===== src/rtl/cmd_issue_queue_if.sv =====
// rtl/cmd_issue_queue_if.sv - host command/response and ALU issue signals of cmd_issue_queue
interface cmd_issue_queue_if #(
  parameter int DEPTH  = 4,
  parameter int OP_W   = 4,
  parameter int DATA_W = 32
);
  localparam int CNT_W = $clog2(DEPTH) + 1;

  logic              cmd_valid;
  logic              cmd_ready;
  logic [OP_W-1:0]   cmd_op;
  logic [DATA_W-1:0] cmd_data;
  logic [OP_W-1:0]   iss_op;
  logic [DATA_W-1:0] iss_data;
  logic [DATA_W-1:0] alu_result;
  logic              rsp_valid;
  logic              rsp_ready;
  logic [OP_W-1:0]   rsp_op;
  logic [DATA_W-1:0] rsp_data;
  logic [CNT_W-1:0]  fifo_count;
  logic              busy;

  modport slave (
    input  cmd_valid, cmd_op, cmd_data, alu_result, rsp_ready,
    output cmd_ready, iss_op, iss_data, rsp_valid, rsp_op, rsp_data, fifo_count, busy
  );

  modport master (
    output cmd_valid, cmd_op, cmd_data, alu_result, rsp_ready,
    input  cmd_ready, iss_op, iss_data, rsp_valid, rsp_op, rsp_data, fifo_count, busy
  );
endinterface


===== src/rtl/cmd_issue_queue.sv =====
// rtl/cmd_issue_queue.sv - command FIFO that issues one command at a time to the ALU and returns tagged results
module cmd_issue_queue #(
  parameter int DEPTH  = 4,
  parameter int OP_W   = 4,
  parameter int DATA_W = 32
) (
  input logic            clk,
  input logic            rst,
  cmd_issue_queue_if.slave bus
);
  localparam int PTR_W = $clog2(DEPTH);
  localparam int CNT_W = PTR_W + 1;
  localparam logic [CNT_W-1:0] FULL_COUNT = CNT_W'(DEPTH);

  typedef enum logic [1:0] {IDLE, ISSUE, EXEC, RESP} state_t;

  state_t state, state_nxt;

  logic [OP_W-1:0]   op_mem   [DEPTH];
  logic [DATA_W-1:0] data_mem [DEPTH];
  logic [PTR_W-1:0]  wr_ptr, rd_ptr;
  logic [CNT_W-1:0]  count;

  logic push, pop, capture, rsp_done, empty;

  assign empty         = (count == '0);
  assign bus.cmd_ready = (count < FULL_COUNT);
  assign push          = bus.cmd_valid && bus.cmd_ready;
  assign bus.fifo_count = count;
  assign bus.busy      = (state != IDLE) || !empty;

  always_ff @(posedge clk) begin
    if (push) begin
      op_mem[wr_ptr]   <= bus.cmd_op;
      data_mem[wr_ptr] <= bus.cmd_data;
    end
  end

  // DEPTH is a power of two, so pointers wrap by plain overflow
  always_ff @(posedge clk) begin
    if (rst) begin
      wr_ptr <= '0;
      rd_ptr <= '0;
      count  <= '0;
    end else begin
      if (push) wr_ptr <= wr_ptr + PTR_W'(1);
      if (pop)  rd_ptr <= rd_ptr + PTR_W'(1);
      case ({push, pop})
        2'b10:   count <= count + CNT_W'(1);
        2'b01:   count <= count - CNT_W'(1);
        default: count <= count;
      endcase
    end
  end

  always_ff @(posedge clk) begin
    if (rst) state <= IDLE;
    else     state <= state_nxt;
  end

  always_comb begin
    state_nxt = state;
    case (state)
      IDLE:  if (!empty) state_nxt = ISSUE;
      ISSUE: state_nxt = EXEC;
      EXEC:  state_nxt = RESP;
      RESP:  if (bus.rsp_ready) state_nxt = empty ? IDLE : ISSUE;
      default: state_nxt = IDLE;
    endcase
  end

  always_comb begin
    pop      = 1'b0;
    capture  = 1'b0;
    rsp_done = 1'b0;
    case (state)
      IDLE:  pop = !empty;
      EXEC:  capture = 1'b1;
      RESP: begin
        rsp_done = bus.rsp_ready;
        pop      = bus.rsp_ready && !empty;
      end
      default: ;
    endcase
  end

  // The ALU samples iss_* every cycle, so they only move on a pop
  always_ff @(posedge clk) begin
    if (rst) begin
      bus.iss_op    <= '0;
      bus.iss_data  <= '0;
      bus.rsp_op    <= '0;
      bus.rsp_data  <= '0;
      bus.rsp_valid <= 1'b0;
    end else begin
      if (pop) begin
        bus.iss_op   <= op_mem[rd_ptr];
        bus.iss_data <= data_mem[rd_ptr];
      end
      if (capture) begin
        bus.rsp_op    <= bus.iss_op;
        bus.rsp_data  <= bus.alu_result;
        bus.rsp_valid <= 1'b1;
      end else if (rsp_done) begin
        bus.rsp_valid <= 1'b0;
      end
    end
  end
endmodule


===== src/flat_wrapper.sv =====
// flat-port wrapper written by rule: the top's interface ports become plain ports
module cmd_issue_queue_flat 
#(
  parameter int DEPTH  = 4,
  parameter int OP_W   = 4,
  parameter int DATA_W = 32
)
  (clk, rst, bus_cmd_valid, bus_cmd_op, bus_cmd_data, bus_alu_result, bus_rsp_ready, bus_cmd_ready, bus_iss_op, bus_iss_data, bus_rsp_valid, bus_rsp_op, bus_rsp_data, bus_fifo_count, bus_busy);
  cmd_issue_queue_if #(.DEPTH(DEPTH), .OP_W(OP_W), .DATA_W(DATA_W)) bus_i ();
  input logic clk;
  input logic rst;
  input wire logic [$bits(bus_i.cmd_valid)-1:0] bus_cmd_valid;
  input wire logic [$bits(bus_i.cmd_op)-1:0] bus_cmd_op;
  input wire logic [$bits(bus_i.cmd_data)-1:0] bus_cmd_data;
  input wire logic [$bits(bus_i.alu_result)-1:0] bus_alu_result;
  input wire logic [$bits(bus_i.rsp_ready)-1:0] bus_rsp_ready;
  output wire logic [$bits(bus_i.cmd_ready)-1:0] bus_cmd_ready;
  output wire logic [$bits(bus_i.iss_op)-1:0] bus_iss_op;
  output wire logic [$bits(bus_i.iss_data)-1:0] bus_iss_data;
  output wire logic [$bits(bus_i.rsp_valid)-1:0] bus_rsp_valid;
  output wire logic [$bits(bus_i.rsp_op)-1:0] bus_rsp_op;
  output wire logic [$bits(bus_i.rsp_data)-1:0] bus_rsp_data;
  output wire logic [$bits(bus_i.fifo_count)-1:0] bus_fifo_count;
  output wire logic [$bits(bus_i.busy)-1:0] bus_busy;
  assign bus_i.cmd_valid = bus_cmd_valid;
  assign bus_i.cmd_op = bus_cmd_op;
  assign bus_i.cmd_data = bus_cmd_data;
  assign bus_i.alu_result = bus_alu_result;
  assign bus_i.rsp_ready = bus_rsp_ready;
  assign bus_cmd_ready = bus_i.cmd_ready;
  assign bus_iss_op = bus_i.iss_op;
  assign bus_iss_data = bus_i.iss_data;
  assign bus_rsp_valid = bus_i.rsp_valid;
  assign bus_rsp_op = bus_i.rsp_op;
  assign bus_rsp_data = bus_i.rsp_data;
  assign bus_fifo_count = bus_i.fifo_count;
  assign bus_busy = bus_i.busy;
  cmd_issue_queue #(.DEPTH(DEPTH), .OP_W(OP_W), .DATA_W(DATA_W)) u_core (.clk(clk), .rst(rst), .bus(bus_i));
endmodule

===== config.mk =====
export PLATFORM = sky130hd
export DESIGN_NAME = cmd_issue_queue_flat
export DESIGN_NICKNAME = d
export VERILOG_FILES = /design/src/rtl/cmd_issue_queue_if.sv /design/src/rtl/cmd_issue_queue.sv /design/src/flat_wrapper.sv
export SDC_FILE = /design/constraint.sdc
export NUM_CORES = 1
export LEC_CHECK = 0
export ABC_AREA = 1
export CORE_ASPECT_RATIO = 1.4
export CORE_MARGIN = 2
export CORE_UTILIZATION = 40
export DETAILED_ROUTE_END_ITERATION = 7
export GPL_ROUTABILITY_DRIVEN = 0
export SLEW_MARGIN = 20
export SYNTH_ARGS = -nofsm -noshare
export SYNTH_HDL_FRONTEND = slang
export SYNTH_SLANG_ARGS = --single-unit

===== constraint.sdc =====
create_clock -name clk -period 7.1 [get_ports clk]
set_input_delay 1.775 -clock clk [delete_from_list [all_inputs] [get_ports clk]]
set_output_delay 1.775 -clock clk [all_outputs]
set_load 0.02 [all_outputs]

# Word level (Yosys, flattened, before mapping)
# Memory sizes are Yosys's and may differ from the RTL's. A register that Yosys moved wholly into a read port is not among the register bits.
# Index checks and enable logic that the tools add are counted.
[totals]
regBits = 46
mem_bits_rw = 144
input_bits = 72
out_inout_bits = 78
mem_count = 2
[mem_list]
columns = ["memory", "words", "width", "read_ports", "rd_clocked_by_memory_dff", "write_ports", "line_no", "rtl"]
rows = [
  ["u_core.data_mem", 4, 32, 1, 1, 1, "cmd_issue_queue.sv:20", "logic [DATA_W-1:0] data_mem [DEPTH];"],
  ["u_core.op_mem", 4, 4, 1, 1, 1, "cmd_issue_queue.sv:19", "logic [OP_W-1:0] op_mem [DEPTH];"],
]
[op_classes]
n_addsub = 4
order_cmp = 1
eq_ne = 7
muxes = 12
reduce_logical = 10
[ops]
columns = ["op", "count"]
rows = [
  ["$pmux 2 s4", 1],
  ["$mux 1", 7],
  ["$eq 2x2->1 const B", 3],
  ["$pmux 3 s2", 1],
  ["$reduce_bool 2->1", 3],
  ["$add 2x1->2 const B", 2],
  ["$eq 2x1->1 const B", 2],
  ["$mux 2", 2],
  ["$ne 2x2->1 const B", 2],
  ["$add 3x1->3 const B", 1],
  ["$logic_not 3->1", 1],
  ["$lt 3x3->1 const B", 1],
  ["$sub 3x1->3 const B", 1],
  ["$logic_and 1x1->1", 2],
  ["$logic_not 2->1", 1],
  ["$pmux 1 s2", 1],
  ["$reduce_and 2->1", 1],
  ["$logic_not 1->1", 1],
  ["$logic_or 1x1->1", 1],
]

# Depth between registers and ports, before layout
# Gate-level depths: netlist (run 1).
[depth]
depth_word = 6
mapped_depth = 16
ltp_nobuf = 14

# Least setup slack after synthesis (run 1)
# OpenSTA, ideal clock, no wires.
[synth_timing]
path_kind = "input port to flip-flop"
from = "input bus_cmd_valid"
to = "memory u_core.data_mem[0][0], enable pin"
arrival_ns = 3.470
t_required_ns = 6.671
slack_ns = 3.200
path_stages = 2
n_path_buf = 0
cell_sequence = "nand2_1 > nor2_1"
[synth_between]
elab_chain_cells = 3
[synth_rtl]
columns = ["element", "line_no", "rtl"]
rows = [
  ["start: declaration", "flat_wrapper.sv:12", "input wire logic [$bits(bus_i.cmd_valid)-1:0] bus_cmd_valid;"],
  ["$logic_and 1x1->1", "cmd_issue_queue.sv:28", "assign push = bus.cmd_valid && bus.cmd_ready;"],
  ["$mux 1", "cmd_issue_queue.sv:33", "if (push) begin"],
  ["$mux 1 (implied by the code)", "cmd_issue_queue.sv:35", "data_mem[wr_ptr] <= bus.cmd_data;"],
  ["end: declaration", "cmd_issue_queue.sv:20", ""],
]
# Every way passes these cells.

# Worst setup path in the final report (run 1)
[layout_timing]
from = "input bus_rsp_ready"
to = "register u_core.count[2] (netlist: u_core.bus.fifo_count[2])"
[layout_between]
elab_chain_cells = 4
[layout_rtl]
columns = ["element", "line_no", "rtl"]
rows = [
  ["start: declaration", "flat_wrapper.sv:16", "input wire logic [$bits(bus_i.rsp_ready)-1:0] bus_rsp_ready;"],
  ["$logic_and 1x1->1 *", "cmd_issue_queue.sv:81", "pop = bus.rsp_ready && !empty;"],
  ["$pmux 1 s2 *", "cmd_issue_queue.sv:76", "case (state)"],
  ["$eq 2x1->1 / $eq 2x2->1 (equally long branches)", "cmd_issue_queue.sv:48", "case ({push, pop})"],
  ["$pmux 3 s2 / $reduce_bool 2->1 (equally long branches)", "--", ""],
  ["end signal: assignment", "cmd_issue_queue.sv:49", "2'b10: count <= count + CNT_W'(1);"],
  ["end signal: assignment", "cmd_issue_queue.sv:50", "2'b01: count <= count - CNT_W'(1);"],
  ["end signal: assignment", "cmd_issue_queue.sv:51", "default: count <= count;"],
  ["end: declaration", "cmd_issue_queue.sv:22", "logic [CNT_W-1:0] count;"],
]
# Every way passes the cells marked *; elsewhere a longest branch is shown, timed or not.
# A chain may end at the register's enable or synchronous reset.

==> summary.md, run 1 <==
| Metric | Value |
|---|---|
| Clk network pwr share | 0.257 |
| Area grow syn2layout | 28.1% |
| Crit path largest cell delay | roughly 0.92 ns |
| DRT antenna net count | 0 |
| Mapped Area | around 8600 um2 |
| Full die area | 22600 um2 |
| Leak Pwr | 4.13 nW |
| Port Buffers | 149 |
| Cells after Synth | 815 |
| Total Wirelength | 18900 um |
| Via-per-instance ratio | 4.86 |
| Grt ovf | 0 |
| Setup_tns | 0 ns |
| Core area | 21100 um2 |
| Max_cap viols | 0 |
| Clock slew at reported path FFs | 0.06 ns |
| Crit path cell chain | clkdlybuf4s50_1 -> nand2_1 -> nand2_1 -> nand3_2 -> inv_2 -> ha_1 -> inv_1 -> fa_1 -> nand2_1 -> nand3_1 -> o21ai_0 -> a21oi_1 |
| Startpoint Class | primary input |
| Most frequent cell after synthesis | nor2_1 |
| Largest family of logic cells by synthesized area | simple AND/OR/NAND/NOR gates |
| Antenna Cells | 0 |
| Post-synth top area share | 0.505 |
| Most common cell on crit path | nand2_1 |
| Pre-antenna DRT Iters | 5 |
| Hold-fix buffers at CTS | 0 |
| Yosys warnings | 0 |
| Final setup skew | 0.0121 ns |
| First-pass GRT wire length | slightly below 30000 um |
| Top cells by count, synth | 295 x nor2_1, 144 x edfxtp_1, 94 x o21ai_0 |
| Gate power share | 0.339 |
| Ranking of synthesized cells by area | edfxtp_1 51%, dfxtp_1 19%, nor2_1 13%, o21ai_0 5.5%, o21ai_1 3.2% |
| Vias post-DR | about 6000 |
| Synth Area in Simple Gates | 0.155 |
| Synth cell types | 21 |
| Skew-Pair Late Insertion Delay | ~0.5 ns |
| Element type at the critical path end | flop |
| Final Setup Violations | 0 |
| Starting density of the core | 0.405 |
| Non-filler cells, final | around 1200 |
| Wire per inst | 15.4 um |
| Internal power | around 2.9 mW |
| Sw Share | 0.344 |
| Die Span Y | 177 um |
| Slew @ Worst Pin | 0.971 ns |
| Final hold vios | 0 |
| Final Critical Period | 4.79 ns |
| Worst path arrival time | 5.18 ns |
| Cell Rows | 63 |
| Final slew viol count | 0 |
| Final-stage net count | 1034 |
| Status | finished, final reports clean |
| Number of synthesized register bits | around 230 |
| Max_slew headroom | 0.352 |
| Post-route DRC | 0 |
| Final core occ | 0.519 |
| Yosys top cell by area | edfxtp_1 |
| TritonCTS clock tree | done |
| Psw | 1.53 mW |
| Worst VDD drop | 220 uV |
| P per Cell Area | 405 nW/um2 |
| Multiplexer area fraction after synthesis | 0 |
| CP Data Required Time | 7.49 ns |
| Initial DRC count | between 200 and 300 |
| TritonCTS buffer count | 23 |
| Adder-Cell Fraction of Synth Area | 0.0155 |
| Post-synthesis net count | 897 |
| Critical path peak fanout | 39 |
| Post-Synth XOR/XNOR Area | 0.00102 |
| Kind of critical path | in -> reg |
| CTS H-tree depth | 1 |
| Seq pwr share | 0.404 |
| Clock Path Buffers | 3 |
| Placed Instances | 1187 |
| Min-delay worst type | reg -> reg |
| Post-CTS Resized | 0 |
| Final Cycle Share | 0.674 |
| CTS Root Cell | clkbuf_16 |
| Die width | 128 um |
| CTS Sinks | 226 |
| RSZ-0062 raised after global routing | no |
| EDFF count, synth | between 100 and 150 |
| Post-synthesis async set-or-reset flop share | 0 |
| Initial antenna violation count | 1 |
| Post-synthesis sequential area ratio | 0.697 |
| Largest net degree at the start of global routing | 79 |
| Vias in the first global route | 5851 |
| Compound-gate portion of the synthesized area | 0.0938 |
| Syn_area_per_cell | 10.5 um2 |
| Fmax achieved | roughly 210 MHz |
| Number of setup buffers added after CTS | 0 |
| Top_reg_cell synth | edfxtp_1 |
| GRT Total Usage | 0.166 |
| Dpl hpwl | 11000 um |
| Reg-to-reg setup timing slack | around 3.4 ns |
| Layout cells sized above 1 | 0.0589 |
| CP max stage cell | inv_2 |
| I/O pin count | 150 |
## power groups by stage
stage | Combinational (mW) | Sequential [mW] | Clock, mW
4_1_cts | 1.54 | 1.79 | 1.17
3_3_place_gp | 1.51 | 1.82 | 0
5_1_grt | 1.69 | 1.82 | 1.22
3_5_place_dp | 1.53 | 1.82 | 0
2_1_floorplan | 0.755 | 2.01 | 0
6_report | 1.51 | 1.79 | 1.14
## state kept, by name (all words and copies together), names as in the netlist
name	flops
u_core.bus.rsp_op	4
u_core.data_mem	128
u_core.bus.iss_op	4
u_core.bus.rsp_data	32
u_core.op_mem	16
u_core.bus.rsp_valid	1
u_core.wr_ptr	2
u_core.rd_ptr	2
u_core.bus.fifo_count	3
u_core.state	2
u_core.bus.iss_data	32
## kinds of logic after synthesis
| logic type | after synthesis |
|---|---|
| adder cells (fa/ha/maj) | 10 |
| AO/OA/AOI/OAI | 160 |
| XOR/XNOR | 1 |
| flip-flops | 226 |
| buffers and inverters | 67 |
| AND/OR/NAND/NOR | 351 |
## worst paths after layout
| check | from | end | cells past startpoint |
|---|---|---|---|
| worst min register to register | u_core.bus.rsp_valid$_SDFFE_PP0P_ | u_core.bus.rsp_valid$_SDFFE_PP0P_ | 2 |
| worst min-delay path | u_core.bus.rsp_valid$_SDFFE_PP0P_ | u_core.bus.rsp_valid$_SDFFE_PP0P_ | 2 |
| worst max register to register | u_core.state[0]$_SDFFE_PP0P_ | u_core.bus.fifo_count[2]$_SDFFE_PP0P_ | 12 |
| worst max-delay path | bus_rsp_ready | u_core.bus.fifo_count[2]$_SDFFE_PP0P_ | 12 |
## stage by stage
| step | hold WS, ns | cell area [um2] | power, mW | setup WS, ns |
|---|---|---|---|---|
| after floorplan | 0.463 | 8560 | 2.77 | 3.20 |
| after global placement | 0.474 | 10200 | 3.33 | 1.76 |
| after detailed placement | 0.485 | 10300 | 3.35 | 1.74 |
| after CTS | 0.495 | 11000 | 4.50 | 2.27 |
| after global routing | 0.521 | 11000 | 4.73 | 2.03 |
| final | 0.483 | 11000 | 4.44 | 2.31 |
## routing by layer
| metal | vias up | share of wire | GRT usage |
|---|---|---|---|
| met5 | - | 0.00069 | 0 |
| met4 | 2 | 0.023 | 0.0536 |
| met3 | 34 | 0.061 | 0.0251 |
| met2 | 179 | 0.50 | 0.306 |
| met1 | 2753 | 0.42 | 0.197 |
| li1 | 3003 | - | - |
## worst max-delay path: cells and delay by family
kind	cells	cell delay, ns
simple gates	5	1.05
compound gates	2	0.21
buf+inv	3	1.47
fa+ha+maj	2	0.66
## cells in the final DEF, fill, tap and decap left out, drive strengths merged
cell             n
a21oi           10
nor2           295
clkbuf          30
ha               9
xor2             1
bufinv           1
clkinv          10
fa               1
inv             22
o211ai           1
edfxtp         144
nand3            5
nand2           51
clkdlybuf4s50  149
o21ai          149
buf              8
dfxtp           82
## cell type report
class                   instances  area, um2
clock buffers                  30        632
clock inverters                11       82.6
fillers                      1935      10200
multi-input cells             522       2300
well taps                     260        325
flip-flops and latches        226       5970
repair buffers                157       1570
inverters                      22       85.1
Note: power is estimated with default switching activity, not from simulation.
==> run 2: changes to the inputs <==
PLACE_DENSITY = 0.66   (was unset)
clock period = 4.4 ns   (was 7.1 ns; I/O delays follow)
==> run 2 against run 1 <==
Hold slack worse by 0.015 ns. Cell area fell by 0.22%. Critical endpoint is now bus_busy. Critical path type is now reg -> out. Via count rose by 0.37%. Sequential share of layout area up 0.12 points. Highest routed layer is now met4. Clock power up 60%.
==> summary.md, run 2 (same netlist as run 1, synthesis figures left out) <==
| Metric | Value |
|---|---|
| # fillers | 1854 (-4.2%) |
| Number of setup buffers added after CTS | 0 (unchanged) |
| Status | finished, final reports clean |
| Worst VDD drop | 316 uV (+44%) |
| RR Endpoint | u_core.bus.iss_data[5]$_SDFFE_PP0P_ |
| TritonCTS clock tree | done |
| Non-filler cells, final | 1230 (+0.16%) |
| Port Buffers | 149 (unchanged) |
| Final setup skew | 0.0108 ns (-0.00133 ns) |
| Max_cap viols | 0 (unchanged) |
| Reg-to-Reg Start | u_core.rd_ptr[0]$_SDFFE_PP0P_ |
| Reg with most FFs | u_core.data_mem |
| CTS Root Cell | clkbuf_16 |
| Max FFs per register | 128 (unchanged) |
| Grt ovf | 0 (unchanged) |
| Cell Rows | 63 (unchanged) |
| GRT Total Usage | 0.168 (+0.00197) |
| P per Cell Area | 653 nW/um2 (+61%) |
| Final slew viol count | 0 (unchanged) |
| Final Setup Violations | 0 (unchanged) |
| DRT antenna net count | 0 (unchanged) |
| Final-stage net count | 1036 (+0.19%) |
| Startpoint Class | flop |
| Min-Delay Startpoint | u_core.bus.rsp_valid$_SDFFE_PP0P_ |
| Largest net degree at the start of global routing | 76 (-3.8%) |
| R2R depth | 6 (-6) |
| CTS Sinks | 226 (unchanged) |
| Slew @ Worst Pin | 0.973 ns (+0.00133 ns) |
| Die width | 128 um (unchanged) |
| TritonCTS buffer count | 23 (unchanged) |
| Layout cells sized above 1 | 0.0546 (-0.00425) |
| Placed Instances | 1189 (+0.17%) |
| Element type at the critical path end | output port |
| Setup_tns | 0 ns (unchanged) |
| Hold Path Depth | 2 (unchanged) |
| Hold-fix buffers at CTS | 0 (unchanged) |
| Initial antenna violation count | 0 (-1) |
| I/O pin count | 150 (unchanged) |
| Initial DRC count | 450 (+64%) |
| Largest regs | u_core.data_mem (128), u_core.bus.iss_data (32), u_core.bus.rsp_data (32) |
| Die Span Y | 177 um (unchanged) |
| Worst path arrival time | 2.02 ns (-3.16 ns) |
| RSZ-0062 raised after global routing | no |
| Final hold vios | 0 (unchanged) |
| Kind of critical path | reg -> out |
| Critical path peak fanout | 5 (-87%) |
| Most frequent cells in the layout | 291 x nor2_1, 149 x clkdlybuf4s50_1, 144 x edfxtp_1 |
| Clock Path Buffers | 3 (unchanged) |
| Via-per-instance ratio | 4.87 (+0.21%) |
| Leak Pwr | 4.11 nW (-0.48%) |
| Wire per inst | 15.7 um (+2.1%) |
| Max_slew headroom | 0.351 (-0.000895) |
| Total Wirelength | 19300 um (+2.3%) |
| Commonest non-fill, non-tap cell in the layout | nor2_1 |
| Starting density of the core | 0.405 (unchanged) |
| Reg-to-reg setup timing slack | 1.49 ns (-1.86 ns) |
| Final Cycle Share | 0.708 |
| CP Data Required Time | 3.30 ns (-4.19 ns) |
| Vias in the first global route | 5996 (+2.5%) |
| Hold endpoint | u_core.bus.rsp_valid$_SDFFE_PP0P_ |
| Vias post-DR | 5993 (+0.37%) |
| Clock slew at reported path FFs | 0.06 ns (about the same) |
| Antenna Cells | 0 (unchanged) |
| Fmax achieved | 321 MHz |
| Pre-antenna DRT Iters | 4 (-1) |
| Area grow syn2layout | 27.8% |
| Post-route DRC | 0 (unchanged) |
| Min-delay worst type | reg -> reg |
| Post-CTS Resized | 0 (unchanged) |
| Dpl hpwl | 11900 um (+7.5%) |
| First-pass GRT wire length | 30200 um (+1.4%) |
| Skew-Pair Late Insertion Delay | 0.50 ns (about the same) |
| CTS H-tree depth | 1 (unchanged) |
| Final Critical Period | roughly 3.1 ns |
| Core area | 21100 um2 (unchanged) |
| Full die area | 22600 um2 (unchanged) |
-- run 2: final cells by class --
| type | instances | area, um2 | area share |
|---|---|---|---|
| Multi-Input combinational cell | 522 | 2300 | 0.210 |
| Inverter | 22 | 83.8 | 0.00766 |
| Clock inverter | 8 | 63.8 | 0.00583 |
| Timing Repair Buffer | 159 | 1570 | 0.143 |
| Clock buffer | 33 | 633 | 0.0578 |
| Tap cell | 260 | 325 | 0.0297 |
| Sequential cell | 226 | 5970 | 0.545 |
-- run 2: critical path: stages (launching register included) --
cell and delay [ns]:
dfxtp_1 0.38, inv_1 0.10, ha_1 0.22, nand3_1 0.17, clkdlybuf4s50_1 0.65
-- run 2: stage by stage --
stage / power [mW] / setup slack (ns) / util / instance area [um2] / hold WS (ns)
global route: 7.61 / 1.17 / 0.518 / 10900 / 0.531
floorplan: 4.46 / 1.18 / - / 8560 / 0.463
detailed placement: 5.41 / 1.03 / 0.485 / 10200 / 0.459
finish: 7.15 / 1.28 / 0.518 / 10900 / 0.468
CTS: 7.24 / 1.26 / 0.518 / 10900 / 0.469
global placement: 5.36 / 1.07 / 0.485 / 10200 / 0.463
-- run 2: per-layer routing --
layer | track usage | share of wire | wire [um] | vias up
met2 | 0.313 | 0.51 | 9790 | 176
met1 | 0.199 | 0.42 | 8110 | 2783
li1 | - | - | - | 3001
met3 | 0.0257 | 0.051 | 975 | 33
met5 | 0 | 0 | 0 | -
met4 | 0.0481 | 0.021 | 406 | 0
-- run 2: worst max path at each step --
| stage | slack, ns | cells past startpoint | to | from |
|---|---|---|---|---|
| after floorplan | 1.18 | 2 | u_core.data_mem[0][0]$_DFFE_PP_ | bus_cmd_valid |
| after global placement | 1.07 | 4 | u_core.op_mem[2][2]$_DFFE_PP_ | bus_cmd_valid |
| after detailed placement | 1.03 | 4 | u_core.op_mem[2][2]$_DFFE_PP_ | bus_cmd_valid |
| after CTS | 1.26 | 4 | bus_busy | u_core.state[0]$_SDFFE_PP0P_ |
| after global routing | 1.17 | 6 | u_core.bus.iss_data[2]$_SDFFE_PP0P_ | u_core.rd_ptr[0]$_SDFFE_PP0P_ |
| final | 1.28 | 4 | bus_busy | u_core.state[0]$_SDFFE_PP0P_ |
-- run 2: power by group --
group          internal (mW)  switching (mW)  total (mW)
clock network           1.06           0.760        1.82
registers               2.72           0.191        2.91
logic                  0.913            1.51        2.42
total                   4.69            2.46        7.15
==> run 3: changes to the inputs <==
clock period = 2.86 ns   (was 4.4 ns; I/O delays follow)
==> run 3 against run 2 <==
Global-route usage grew 0.12 points. Cell area increased by 1.2%. Critical path depth did not move. Clock power is 66% higher. Wire length decreased by 1.2%. Sequential share of layout area fell by 0.67 points. Core utilization is 0.65 points higher. Hold slack worse by 0.0036 ns. Count of clock-buffer cells in the layout shrank 3. Cell count grew 0.65%. Non-clock buffer count is 7 higher.
==> summary.md, run 3 (same netlist as run 1, synthesis figures left out) <==
| Metric | Value |
|---|---|
| DRT antenna net count | 0 (unchanged) |
| Top delay family on crit path | buffers and inverters |
| CTS Sinks | 226 (unchanged) |
| Hold-fix buffers at CTS | 0 (unchanged) |
| Vias post-DR | 5999 (+0.10%) |
| Die width | 128 um (unchanged) |
| Reg-to-Reg Start | u_core.state[0]$_SDFFE_PP0P_ |
| Final Hold Slack | 0.464 ns (-0.00361 ns) |
| Crit path largest cell delay | 0.65 ns (about the same) |
| Final Setup Violations | 0 (unchanged) |
| Clock Path Buffers | 3 (unchanged) |
| Worst VDD drop | 526 uV (+66%) |
| Min-Delay Startpoint | u_core.bus.rsp_valid$_SDFFE_PP0P_ |
| Largest regs | u_core.data_mem (128), u_core.bus.iss_data (32), u_core.bus.rsp_data (32) |
| Clock slew at reported path FFs | 0.06 ns (about the same) |
| Port Buffers | 149 (unchanged) |
| Initial DRC count | 262 (-42%) |
| DP Area | 10300 um2 (+0.63%) |
| Worst path arrival time | 2.00 ns (-0.02 ns) |
| Startpoint Class | flop |
| CP max stage cell | clkdlybuf4s50_1 |
| CP startpoint | u_core.state[0]$_SDFFE_PP0P_ |
| Slew @ Worst Pin | 0.907 ns (-0.0656 ns) |
| Pre-antenna DRT Iters | 4 (unchanged) |
| Final Critical Period | 2.71 ns |
| CTS Root Cell | clkbuf_16 |
| R2R depth | 12 (+6) |
| Full die area | 22600 um2 (unchanged) |
| GRT Total Usage | 0.169 (+0.00115) |
| CTS H-tree depth | 1 (unchanged) |
| Die Span Y | 177 um (unchanged) |
| Max FFs per register | 128 (unchanged) |
| First-pass GRT wire length | 30300 um (+0.34%) |
| Reg with most FFs | u_core.data_mem |
| Critical path peak fanout | 5 (unchanged) |
| Crit path cell chain | inv_1 -> ha_1 -> nand3_1 -> clkdlybuf4s50_1 |
| Layout cells sized above 1 | 0.0645 (+0.00984) |
| P per Cell Area | 1010 nW/um2 (+55%) |
| Hold Path Depth | 2 (unchanged) |
| Leak Pwr | 4.19 nW (+1.8%) |
| Min-delay worst type | reg -> reg |
| Max_cap viols | 0 (unchanged) |
| Fmax achieved | 369 MHz |
| Status | finished, final reports clean |
| Initial antenna violation count | 1 (+1) |
| RSZ-0062 raised after global routing | no |
| Number of setup buffers added after CTS | 0 (unchanged) |
| CP Data Required Time | 2.14 ns (-1.16 ns) |
| TritonCTS clock tree | done |
| I/O pin count | 150 (unchanged) |
| Via-per-instance ratio | 4.85 (-0.55%) |
| Cell Rows | 63 (unchanged) |
| Vias in the first global route | 5854 (-2.4%) |
| Final slew viol count | 0 (unchanged) |
| Largest net degree at the start of global routing | 75 (-1.3%) |
| Core area | 21100 um2 (unchanged) |
| Final Power | 11.2 mW (+57%) |
| Skew-Pair Late Insertion Delay | 0.49 ns (about the same) |
| Most frequent cells in the layout | 291 x nor2_1, 149 x clkdlybuf4s50_1, 144 x edfxtp_1 |
| Final hold vios | 0 (unchanged) |
| Post-route DRC | 0 (unchanged) |
| Commonest non-fill, non-tap cell in the layout | nor2_1 |
| Setup_tns | 0 ns (unchanged) |
| RR Endpoint | u_core.bus.fifo_count[2]$_SDFFE_PP0P_ |
| Kind of critical path | reg -> out |
| Wire per inst | 15.4 um (-1.8%) |
| Area grow syn2layout | 29.4% |
| Grt ovf | 0 (unchanged) |
| Total Wirelength | 19100 um (-1.2%) |
| TritonCTS buffer count | 23 (unchanged) |
| Finished Cell Area | 11100 um2 (+1.2%) |
| Final-stage net count | 1043 (+0.68%) |
| Final Cycle Share | 0.948 |
| Dpl hpwl | 11500 um (-3.0%) |
| Starting density of the core | 0.405 (unchanged) |
| Worst path bufs/invs | 2 (unchanged) |
| Post-CTS Resized | 0 (unchanged) |
| Final setup skew | 0.0101 ns (-0.000716 ns) |
| Max_slew headroom | 0.395 (+0.0438) |
| Hold endpoint | u_core.bus.rsp_valid$_SDFFE_PP0P_ |
| Reg-to-reg setup timing slack | 0.74 ns (-0.75 ns) |
| Element type at the critical path end | output port |
[run 3: cell count changes in the layout (fill, tap and decap cells not counted), sizes merged]
cell    before  now
bufinv       1    3
diode        0    1
inv         21   22
buf         10   17
clkbuf      33   30
[run 3: stage by stage]
stage | util | std cells | setup slack (ns)
2_1_floorplan | - | 815 | 0.0203
3_3_place_gp | 0.488 | 1196 | 0.316
3_5_place_dp | 0.488 | 1196 | 0.265
4_1_cts | 0.524 | 1237 | 0.121
5_1_grt | 0.525 | 1238 | 0.0232
6_report | 0.525 | 1238 | 0.150
[run 3: worst reg2reg max path, delay by kind of cell (launching register included)]
kind            cells  cell delay, ns
buf+inv             4            0.31
simple gates        3            0.27
flops               1            0.37
compound gates      2            0.20
fa+ha+maj           3            0.84
[run 3: how the worst max path moves through the flow]
| stage | endpoint | slack, ns | cells after the start |
|---|---|---|---|
| 2_1_floorplan | u_core.data_mem[0][0]$_DFFE_PP_ | 0.02 | 2 |
| 4_1_cts | bus_busy | 0.12 | 4 |
| 5_1_grt | bus_busy | 0.02 | 4 |
| 3_5_place_dp | u_core.bus.fifo_count[2]$_SDFFE_PP0P_ | 0.27 | 12 |
| 6_report | bus_busy | 0.15 | 4 |
| 3_3_place_gp | u_core.bus.fifo_count[2]$_SDFFE_PP0P_ | 0.32 | 12 |
[run 3: routing by layer]
layer  vias to the layer above  GRT usage  wire [um]  part of all wire
met4                         0     0.0513        396             0.021
met5                         -          0          0                 0
met1                      2795      0.196       7960              0.42
li1                       3017          -          -                 -
met3                        26     0.0260       1030             0.054
met2                       161      0.318       9680              0.51
[run 3: layout make-up]
cell class,count,area [um2]
diodes,1,2.50
multi-input cells,522,2300
flip-flops and latches,226,5970
fillers,1839,10000
well taps,260,325
inverters,22,83.8
clock inverters,11,144
clock buffers,30,622
repair buffers,166,1630
[run 3: where the power goes]
group	internal [mW]	switching [mW]	leakage, nW	total (mW)
clock	1.81	1.21	0.370	3.02
combinational	1.44	2.35	1.82	3.78
sequential	4.18	0.259	2.00	4.44
